File: src/rtl/ps2_rx_queue.sv
// PS/2 receiver with de-glitched clock qualification, frame time-out, keyboard prefix folding
// and a first-word-fall-through entry FIFO with sticky error flags.
module ps2_rx_queue #(
  parameter int FILTER_HI = 4,
  parameter int FILTER_LO = 12,
  parameter int TIMEOUT   = 16777215,
  parameter int FIFO_AW   = 3
) (
  input  logic               clk,
  input  logic               rst_n,
  input  logic               enable_rcv,
  input  logic               kb_or_mouse,
  input  logic               ps2clk_ext,
  input  logic               ps2data_ext,
  input  logic               rd_en,
  input  logic               clr_err,
  output logic [9:0]         dout,
  output logic               empty,
  output logic               full,
  output logic [FIFO_AW:0]   count,
  output logic               kb_interrupt,
  output logic               parity_err,
  output logic               frame_err,
  output logic               overflow
);

  localparam int HW    = FILTER_HI + FILTER_LO;
  localparam int DEPTH = 1 << FIFO_AW;
  localparam int TW    = $clog2(TIMEOUT + 1);
  localparam logic [FIFO_AW:0] FULL_CNT = {1'b1, {FIFO_AW{1'b0}}};

  typedef enum logic [1:0] {IDLE, DATA, PARITY, STOP} state_t;

  logic             clk_s1_q, clk_s2_q, dat_s1_q, dat_s2_q;
  logic [HW-1:0]    hist_q;
  state_t           state_q, state_d;
  logic [2:0]       bitcnt_q, bitcnt_d;
  logic [7:0]       shreg_q, shreg_d;
  logic             ext_q, ext_d, rel_q, rel_d;
  logic [TW-1:0]    tmo_q, tmo_d;
  logic [FIFO_AW-1:0] wptr_q, rptr_q;
  logic [FIFO_AW:0] count_q, count_d;
  logic [9:0]       mem_q [DEPTH];
  logic             kb_int_q, par_err_q, frm_err_q, ovf_q;

  logic       qual_edge, din;
  logic       push, push_ok, pop;
  logic [9:0] push_data;
  logic       par_err_set, frm_err_set;

  // Qualified edge: long-enough high history followed by a long-enough low run.
  assign qual_edge = (&hist_q[HW-1:FILTER_LO]) & ~(|hist_q[FILTER_LO-1:0]);
  assign din       = dat_s2_q;

  always_comb begin
    // NOTE: every signal gets a default first so no path leaves one unassigned (no latches).
    state_d     = state_q;
    bitcnt_d    = bitcnt_q;
    shreg_d     = shreg_q;
    ext_d       = ext_q;
    rel_d       = rel_q;
    push        = 1'b0;
    push_data   = '0;
    par_err_set = 1'b0;
    frm_err_set = 1'b0;
    tmo_d       = (state_q == IDLE || qual_edge) ? '0 : tmo_q + TW'(1);

    if (!enable_rcv) begin
      state_d = IDLE;
      ext_d   = 1'b0;
      rel_d   = 1'b0;
    end else if (state_q != IDLE && tmo_q == TW'(TIMEOUT)) begin
      state_d     = IDLE;
      ext_d       = 1'b0;
      rel_d       = 1'b0;
      frm_err_set = 1'b1;
    end else if (qual_edge) begin
      case (state_q)
        IDLE: begin
          if (!din) begin
            state_d  = DATA;
            bitcnt_d = '0;
          end
        end
        DATA: begin
          shreg_d  = {din, shreg_q[7:1]};
          bitcnt_d = bitcnt_q + 3'd1;
          if (bitcnt_q == 3'd7) state_d = PARITY;
        end
        PARITY: begin
          if (^{shreg_q, din}) begin
            state_d = STOP;
          end else begin
            state_d     = IDLE;
            par_err_set = 1'b1;
          end
        end
        STOP: begin
          state_d = IDLE;
          if (!din) begin
            frm_err_set = 1'b1;
          end else if (kb_or_mouse) begin
            push      = 1'b1;
            push_data = {2'b00, shreg_q};
          end else if (shreg_q == 8'hE0) begin
            ext_d = 1'b1;
          end else if (shreg_q == 8'hF0) begin
            rel_d = 1'b1;
          end else begin
            push      = 1'b1;
            push_data = {ext_q, rel_q, shreg_q};
            ext_d     = 1'b0;
            rel_d     = 1'b0;
          end
        end
        default: state_d = IDLE;
      endcase
    end
  end

  // A full FIFO still accepts a push when the same cycle pops.
  assign pop     = rd_en && (count_q != '0);
  assign push_ok = push && ((count_q != FULL_CNT) || pop);

  always_comb begin
    count_d = count_q;
    case ({push_ok, pop})
      2'b10:   count_d = count_q + 1'b1;
      2'b01:   count_d = count_q - 1'b1;
      default: count_d = count_q;
    endcase
  end

  // NOTE: storage has no reset; the pointers and count define which entries are valid.
  always_ff @(posedge clk) begin
    if (push_ok) mem_q[wptr_q] <= push_data;
  end

  // NOTE: state registers use non-blocking assignments so every flop samples pre-edge values.
  always_ff @(posedge clk) begin
    if (!rst_n) begin
      clk_s1_q  <= 1'b0;
      clk_s2_q  <= 1'b0;
      dat_s1_q  <= 1'b0;
      dat_s2_q  <= 1'b0;
      hist_q    <= '0;
      state_q   <= IDLE;
      bitcnt_q  <= '0;
      shreg_q   <= '0;
      ext_q     <= 1'b0;
      rel_q     <= 1'b0;
      tmo_q     <= '0;
      wptr_q    <= '0;
      rptr_q    <= '0;
      count_q   <= '0;
      kb_int_q  <= 1'b0;
      par_err_q <= 1'b0;
      frm_err_q <= 1'b0;
      ovf_q     <= 1'b0;
    end else begin
      clk_s1_q  <= ps2clk_ext;
      clk_s2_q  <= clk_s1_q;
      dat_s1_q  <= ps2data_ext;
      dat_s2_q  <= dat_s1_q;
      hist_q    <= {hist_q[HW-2:0], clk_s2_q};
      state_q   <= state_d;
      bitcnt_q  <= bitcnt_d;
      shreg_q   <= shreg_d;
      ext_q     <= ext_d;
      rel_q     <= rel_d;
      tmo_q     <= tmo_d;
      if (push_ok) wptr_q <= wptr_q + 1'b1;
      if (pop)     rptr_q <= rptr_q + 1'b1;
      count_q   <= count_d;
      kb_int_q  <= push_ok;
      // A fresh error in the clearing cycle wins over clr_err.
      par_err_q <= (par_err_q & ~clr_err) | par_err_set;
      frm_err_q <= (frm_err_q & ~clr_err) | frm_err_set;
      ovf_q     <= (ovf_q & ~clr_err) | (push & ~push_ok);
    end
  end

  assign dout         = (count_q == '0) ? 10'h000 : mem_q[rptr_q];
  assign empty        = (count_q == '0);
  assign full         = (count_q == FULL_CNT);
  assign count        = count_q;
  assign kb_interrupt = kb_int_q;
  assign parity_err   = par_err_q;
  assign frame_err    = frm_err_q;
  assign overflow     = ovf_q;

endmodule

File: config.mk
export PLATFORM = sky130hd
export DESIGN_NAME = ps2_rx_queue
export DESIGN_NICKNAME = d
export VERILOG_FILES = /design/src/rtl/ps2_rx_queue.sv
export SDC_FILE = /design/constraint.sdc
export NUM_CORES = 1
export LEC_CHECK = 0
export CAP_MARGIN = 20
export CORE_MARGIN = 2
export CORE_UTILIZATION = 45
export CTS_BUF_LIST = sky130_fd_sc_hd__clkbuf_2
export DETAILED_ROUTE_END_ITERATION = 6
export PLACE_DENSITY = 0.68
export SLEW_MARGIN = 20
export SYNTH_ARGS = -nofsm -noshare
export SYNTH_HDL_FRONTEND = slang
export SYNTH_SLANG_ARGS = --single-unit
File: constraint.sdc
create_clock -name clk -period 4.05 [get_ports clk]
set_input_delay 1.215 -clock clk [delete_from_list [all_inputs] [get_ports clk]]
set_output_delay 1.215 -clock clk [all_outputs]
set_load 0.01 [all_outputs]
==> results.md, run 1 <==
* Count of buffers from port buffering at 27
* Total number of clock tree sinks at 156
* CTS HTree Levels at 4
* Setup violations, final at 0
* Global-route wire length before repair at 18.9 mm
* Diode count at 0
* Mean cell area of the mapped netlist at approximately 13 um2
* Cell row count at 43
* Clock root buffer: clkbuf_2
* Cell count after synthesis at ~490
* Worst hold path cell count at 1
* Post-cts sizing count at 1
* Antenna Violating Nets Remaining at 0
* Sequential fraction of the synthesis area at 61.9%
* Path type of the worst min-delay path: flop to flop
* Floorplan die area at roughly 15000 um2
* Crit Reg-Reg Startpoint: tmo_q[0]
* Power density over cell area at 426 nW/um2
* Total core area at roughly 14000 um2
* Total standard cell area after synthesis at 6340 um2
* Layout cell share with drive strength beyond 1 at roughly 15%
* Pin count of the biggest net entering global routing at 30
* Tightest hold margin at approximately 0.46 ns
* Via Count at between 3000 and 4000
* Count of hold-fix buffers inserted at cts at 0
* Switching power at roughly 760 uW
* Accumulated negative setup slack at 0 ns
* Result of the run: complete, no violations
* Register-to-register path setup slack at between 1 and 1.5 ns
* DRC violations left at 0
* Largest fanout on the critical path at 20
* Achievable clock frequency at 262 MHz
* Switching part of the total power at around 25%
* Clock-pin slew of the registers on the worst-case setup and hold paths at approximately 0.2 ns
* Flop pwr share at a little under three fifths
* GRT Resource Usage Total at 16.7%
* Number of detailed-routing iterations run before antenna repair at 7
* Total I/O pin count at 28
* Area growth from synthesis to layout at 12.6%
* Drt initial violations at roughly 260
* Number of vias per cell at 5.18
* Clock insertion delay at the later pin of the skew report at around 0.71 ns
* Fill cell instance count of the final layout at approximately 1200
* Required time at the worst-slack endpoint at approximately 2.8 ns
* Count of max-cap constraint violations at 0
* Share of async-settable or async-resettable flops after synthesis at 0%
* Number of synthesized flops with an enable pin at 80
* Portion of total power attributed to the clock network at ~28%
* Max rail drop VDD at 0.000256 V
* Internal Dissipation at roughly 2.3 mW
* Worst reg2reg endpoint: count[3]
* CP cell instances: buf_12 > mux4_2 > mux2i_1 > nor2_1 > clkdlybuf4s50_1
* CP max stage cell: mux4_2
* Final hold violation count at 0
* Placed wire-length estimate at 7.74 mm
* Flop and latch count out of synthesis at 156
* Number of synthesis warnings at 0
* Share of the clock period used by the worst path at 94.4%
* Rel. slew slack at about two fifths
* Number of antenna violations at the first check in global routing at 0
* Worst setup path category: flop to output port
* CTS tree: done
* Stage delay of the slowest cell on the critical path at 0.53 ns
* DR WL/cell at 15.5 um
* Vertical die dimension at around 120 um
* CTS buffer count at 17
* Number of nets in the layout at 550
* Total routed wirelength at 11.3 mm
* Max Transition Viols Final at 0
* Global-route congestion overflow total at 0
* Starting utilization of the core area at 45.9%
* Arrival time at the worst endpoint at ~2.6 ns
* Final Critical Period at 3.82 ns
* Startpoint of the tightest hold check path: dat_s1_q
* Distinct cell type count of the synthesized netlist at 54
* Via count of the first global-routing pass at 3778
* Unrepaired setup endpoints after global routing: false
* Floorplan die width at 123 um
* Setup clock skew after layout at around 0.04 ns
* Comb pwr share at between 10% and 20%
* CTS Buffer Depth at 2
* Leakage power total at 2.16 nW
* Kind of end point of the critical path: output port
* Worst Tran Pin Value at between 0.8 and 0.9 ns
* Final weighted congestion in routability-driven placement at between 0.8 and 0.9
* Depth of the worst register-to-register path at 11
* Buffer count from post-CTS setup fixing at 0
* Synth Flop Type: edfxtp_1
* Worst Hold End: dat_s2_q
* Startpoint Class: flop
* Mapped Nets at 509
-- critical path, delay by kind of cell, from the launching register on --
family	cells	cell delay [ns]
buffers and inverters	2	0.69
muxes	2	0.76
DFF	1	0.40
and+or+nand+nor	1	0.06
-- Yosys cell counts, types with 2 or more instances --
master / number / area, um2
inv_1: 14 / 52.6
or3_1: 2 / 12.5
clkbuf_1: 17 / 63.8
mux4_2: 20 / 450
xor2_1: 18 / 158
ha_1: 7 / 87.6
nor4_2: 3 / 37.5
nand3b_1: 2 / 15.0
nand2b_1: 5 / 31.3
nor2b_1: 3 / 18.8
o211ai_1: 2 / 15.0
o22ai_1: 4 / 25.0
nand3_1: 28 / 140
edfxtp_1: 80 / 2400
and2_2: 2 / 15.0
mux2i_1: 13 / 130
nand4_1: 3 / 18.8
nand4_2: 2 / 25.0
a21oi_1: 7 / 35.0
dfxtp_1: 76 / 1520
a21o_1: 3 / 22.5
nor4_1: 2 / 12.5
nor3_1: 9 / 45.0
and2_1: 28 / 175
o21ai_0: 10 / 50.1
nand2_1: 28 / 105
o31ai_1: 5 / 37.5
xnor2_1: 15 / 131
nor2_1: 60 / 225
-- flip-flops by register name, indices dropped and copies added (netlist names), 2 cells and up, named ones only --
| signal | count |
|---|---|
| mem_q | 80 |
| shreg_q | 8 |
| state_q | 2 |
| rptr_q | 3 |
| bitcnt_q | 3 |
| count | 4 |
| tmo_q | 24 |
| wptr_q | 3 |
| hist_q | 16 |
-- per-layer routing --
layer / vias up / part of all wire, % / global-route usage, %
li1: 1850 / - / -
met1: 1847 / 44 / 20.2
met2: 54 / 51 / 28.5
met3: 14 / 3.8 / 4.83
met4: 0 / 1.4 / 5.82
met5: - / 0 / 0
-- metrics by stage --
stage / cells / utilization [%] / setup WS [ns] / power [mW] / instance area, um2
after global placement: 695 / 49.7 / 0.490 / 2.20 / 6880
after floorplan: 493 / - / 0.644 / 1.96 / 6340
after global routing: 727 / 51.6 / 0.0245 / 3.18 / 7140
final: 727 / 51.6 / 0.226 / 3.04 / 7140
after CTS: 727 / 51.5 / 0.0802 / 3.07 / 7130
after detailed placement: 695 / 49.7 / 0.466 / 2.21 / 6880
-- final cells by class --
| cell class | count | area, um2 | share of cell area [%] |
|---|---|---|---|
| repair buffers | 42 | 395 | 5.54 |
| well taps | 180 | 225 | 3.16 |
| clock buffers | 19 | 95.1 | 1.33 |
| clock inverters | 13 | 151 | 2.12 |
| multi-input cells | 303 | 2290 | 32.1 |
| flip-flops and latches | 156 | 3920 | 55.0 |
| inverters | 14 | 52.6 | 0.736 |
-- power by group through the flow --
stage	Sequential, mW	Combinational [mW]	Clock (mW)
6_report	1.68	0.491	0.865
5_1_grt	1.68	0.536	0.955
4_1_cts	1.68	0.498	0.891
3_5_place_dp	1.71	0.495	0
3_3_place_gp	1.71	0.489	0
2_1_floorplan	1.71	0.248	0
-- worst max-delay path by stage --
stage / from / to / slack (ns) / depth (start not counted)
floorplan: kb_or_mouse / mem_q[0][0] / 0.64 / 6
global placement: kb_or_mouse / count[3] / 0.49 / 11
detailed placement: kb_or_mouse / count[3] / 0.47 / 11
CTS: flop / dout[8] / 0.08 / 5
global route: flop / dout[8] / 0.02 / 5
finish: flop / dout[8] / 0.23 / 5
-- cells by family (layout without fill, tap and decap cells) --
| logic type | count (synthesis) | after routing | synth area share [%] |
|---|---|---|---|
| fa+ha+maj | 8 | 8 | 1.70 |
| simple gates | 190 | 190 | 16.2 |
| buf+inv | 34 | 88 | 2.05 |
| flops | 156 | 156 | 61.9 |
| xor+xnor | 34 | 34 | 4.91 |
| mux | 33 | 33 | 9.16 |
| compound gates | 38 | 38 | 4.09 |
-- layout by cell type, fill, tap and decap left out, types with 2 or more instances in the layout --
| cell type | netlist | routed |
|---|---|---|
| clkinv_2 | 0 | 2 |
| nand3_1 | 28 | 28 |
| nor4_2 | 3 | 4 |
| nand2b_1 | 5 | 5 |
| nand2_1 | 28 | 28 |
| clkbuf_2 | 1 | 19 |
| a21oi_1 | 7 | 7 |
| xnor2_1 | 15 | 15 |
| nor2b_1 | 3 | 3 |
| nand4_2 | 2 | 2 |
| inv_1 | 14 | 14 |
| and2_2 | 2 | 2 |
| nand4_1 | 3 | 3 |
| inv_2 | 0 | 3 |
| buf_4 | 0 | 14 |
| o211ai_1 | 2 | 2 |
| mux2i_1 | 13 | 13 |
| clkdlybuf4s50_1 | 0 | 27 |
| edfxtp_1 | 80 | 80 |
| or3_1 | 2 | 2 |
| bufinv_16 | 0 | 3 |
| nor3_1 | 9 | 9 |
| xor2_1 | 18 | 18 |
| o21ai_0 | 10 | 10 |
| clkinvlp_4 | 0 | 3 |
| o22ai_1 | 4 | 4 |
| ha_1 | 7 | 7 |
| a21o_1 | 3 | 3 |
| o31ai_1 | 5 | 5 |
| dfxtp_1 | 76 | 76 |
| mux4_2 | 20 | 20 |
| and2_1 | 28 | 28 |
| nor2_1 | 60 | 60 |
| nand3b_1 | 2 | 2 |
Power figures use the tool's default switching activity.
==> run 2: changes to the inputs <==
CORE_MARGIN = not set   (was 2)
CTS_CLUSTER_DIAMETER = 60   (was not set)
==> run 2 against run 1 <==
Against the previous run:
- power shrank 0.55%
- die area shrank 3.2%
- sequential power is essentially flat
- critical endpoint is now dout[6]
- hold slack lost 0.0047 ns
- critical path type unchanged
- design area shrank 0.11%
- critical path depth is the same
- core utilization shrank 0.054 points
==> results.md, run 2 (synthesized netlist as in run 1, its figures left out) <==
* Result of the run: complete, no violations (unchanged)
* Worst setup path category: flop to output port (unchanged)
* Floorplan die area at 14600 um2 (was 15100 um2)
* Most flops, register: mem_q (unchanged)
* Starting utilization of the core area at 45.9% (unchanged)
* GRT Resource Usage Total at 16.3% (was 16.7%)
* Final hold violation count at 0 (unchanged)
* Setup clock skew after layout at 0.0259 ns (was 0.0401 ns)
* Accumulated negative setup slack at 0 ns (unchanged)
* Post-DP Area at 6880 um2 (unchanged)
* Flip-flop count of the largest register, all copies and words added at 80 (unchanged)
* Fill cell instance count of the final layout at 1203 (was 1180)
* Number of nets in the layout at 550 (unchanged)
* Number of detailed-routing iterations run before antenna repair at 5 (was 7)
* Unrepaired setup endpoints after global routing: false (unchanged)
* DR WL/cell at 15.0 um (was 15.5 um)
* Count of hold-fix buffers inserted at cts at 0 (unchanged)
* Rel. slew slack at 42.8% (was 41.3%)
* Max rail drop VDD at 0.000221 V (was 0.000256 V)
* Commonest non-fill, non-tap cell in the layout: edfxtp_1 (unchanged)
* Most used cells in the layout excluding fill and tap cells: 80 x edfxtp_1, 76 x dfxtp_1, 60 x nor2_1 (unchanged)
* Floorplan die width at 121 um (was 123 um)
* Worst Tran Pin Value at 0.837 ns (was 0.858 ns)
* Total number of clock tree sinks at 156 (unchanged)
* Global-route wire length before repair at 17.9 mm (was 18.9 mm)
* Worst setup slack after layout at 0.201 ns (was 0.226 ns)
* Vertical die dimension at 121 um (was 123 um)
* Diode count at 0 (unchanged)
* Clock insertion delay at the later pin of the skew report at 0.72 ns (was 0.71 ns)
* Path type of the worst min-delay path: flop to flop (unchanged)
* Leakage power total at 2.14 nW (was 2.16 nW)
* Worst slack, placed at 0.467 ns (was 0.466 ns)
* Number of vias per cell at 5.17 (was 5.18)
* Power density over cell area at 424 nW/um2 (was 426 nW/um2)
* Arrival time at the worst endpoint at 2.63 ns (was 2.61 ns)
* Final Critical Period at 3.85 ns (was 3.82 ns)
* Required time at the worst-slack endpoint at 2.83 ns (about the same)
* Leading registers by flop count: mem_q x80, tmo_q x24, hist_q x16 (unchanged)
* Cell row count at 43 (unchanged)
* Area growth from synthesis to layout at 12.4% (was 12.6%)
* Share of the clock period used by the worst path at 95.0% (was 94.4%)
* Placed wire-length estimate at 7.53 mm (was 7.74 mm)
* Total routed wirelength at 10.9 mm (was 11.3 mm)
* Number of antenna violations at the first check in global routing at 0 (unchanged)
* Total core area at 13800 um2 (unchanged)
* Layout Cell Area excl Fill at 7130 um2 (was 7140 um2)
* Via count of the first global-routing pass at 3651 (was 3778)
* DRC violations left at 0 (unchanged)
* Drt initial violations at 165 (was 258)
* CTS buffer count at 17 (unchanged)
* Antenna Violating Nets Remaining at 0 (unchanged)
* Count of max-cap constraint violations at 0 (unchanged)
* Kind of end point of the critical path: output port (unchanged)
* Achievable clock frequency at 260 MHz (was 262 MHz)
* CTS Buffer Depth at 2 (unchanged)
* Clock root buffer: clkbuf_2 (unchanged)
* Clock-pin slew of the registers on the worst-case setup and hold paths at 0.23 ns (was 0.20 ns)
* Setup violations, final at 0 (unchanged)
* Startpoint Class: flop (unchanged)
* Global-route congestion overflow total at 0 (unchanged)
* CTS tree: done (unchanged)
* Via Count at 3762 (was 3765)
* Final weighted congestion in routability-driven placement at 0.773 (was 0.807)
* Total I/O pin count at 28 (unchanged)
* Layout cell share with drive strength beyond 1 at 15.2% (unchanged)
* CTS HTree Levels at 4 (unchanged)
* Largest fanout on the critical path at 20 (unchanged)
* Count of buffers from port buffering at 27 (unchanged)
* Pin count of the biggest net entering global routing at 25 (was 30)
* Max Transition Viols Final at 0 (unchanged)
## run 2: cell types whose count changed in the layout (fill, tap and decap cells not counted), sizes merged
cell,delta
clkinvlp,+1
inv,+1
clkbuf,-2
clkinv,+1
bufinv,-1
## run 2: through the flow
stage | std cells | hold WS (ns) | utilization, % | power [mW]
3_3_place_gp | 695 | 0.417 | 49.7 | 2.20
6_report | 727 | 0.451 | 51.6 | 3.02
5_1_grt | 727 | 0.457 | 51.6 | 3.16
3_5_place_dp | 695 | 0.418 | 49.7 | 2.21
4_1_cts | 727 | 0.456 | 51.5 | 3.06
2_1_floorplan | 493 | 0.412 | - | 1.96
## run 2: worst max-delay path, cell delays in order, from the launching register on
cell	delay (ns)
dfxtp_1	0.38
buf_6	0.27
mux4_2	0.57
mux2i_1	0.14
nor2_1	0.07
clkdlybuf4s50_1	0.48
## run 2: metal layers
metal / share of wire (%) / vias up / global-route usage, % / wire [um]
li1: - / 1849 / - / -
met1: 45 / 1852 / 20.1 / 4880
met2: 50 / 55 / 27.1 / 5470
met3: 3.9 / 6 / 4.25 / 428
met4: 0.89 / 0 / 6.87 / 97
met5: 0 / - / 0 / 0
## run 2: area by class of cell
| cell class | count | area (um2) | share of cell area [%] |
|---|---|---|---|
| flip-flops and latches | 156 | 3920 | 55.0 |
| multi-input cells | 303 | 2290 | 32.2 |
| repair buffers | 42 | 387 | 5.42 |
| inverters | 14 | 52.6 | 0.737 |
| clock inverters | 15 | 163 | 2.28 |
| well taps | 180 | 225 | 3.16 |
| clock buffers | 17 | 85.1 | 1.19 |
## run 2: worst paths after layout
path	from	end	slack [ns]	depth (start not counted)
hold / removal	clk_s1_q	clk_s2_q	0.45	1
setup / recovery	flop	dout[6]	0.20	5
setup reg to reg	tmo_q[0]	mem_q[4][1]	1.14	7
hold reg to reg	clk_s1_q	clk_s2_q	0.45	1
## run 2: repair_timing
item,in CTS,in global routing
resized for setup,0,1
setup buffers,0,0
setup endpoints to repair,0,10
## run 2: power by group
part / internal [mW] / switching [mW] / total (mW)
clock network: 0.292 / 0.562 / 0.855
registers: 1.66 / 0.0167 / 1.68
logic: 0.261 / 0.225 / 0.486
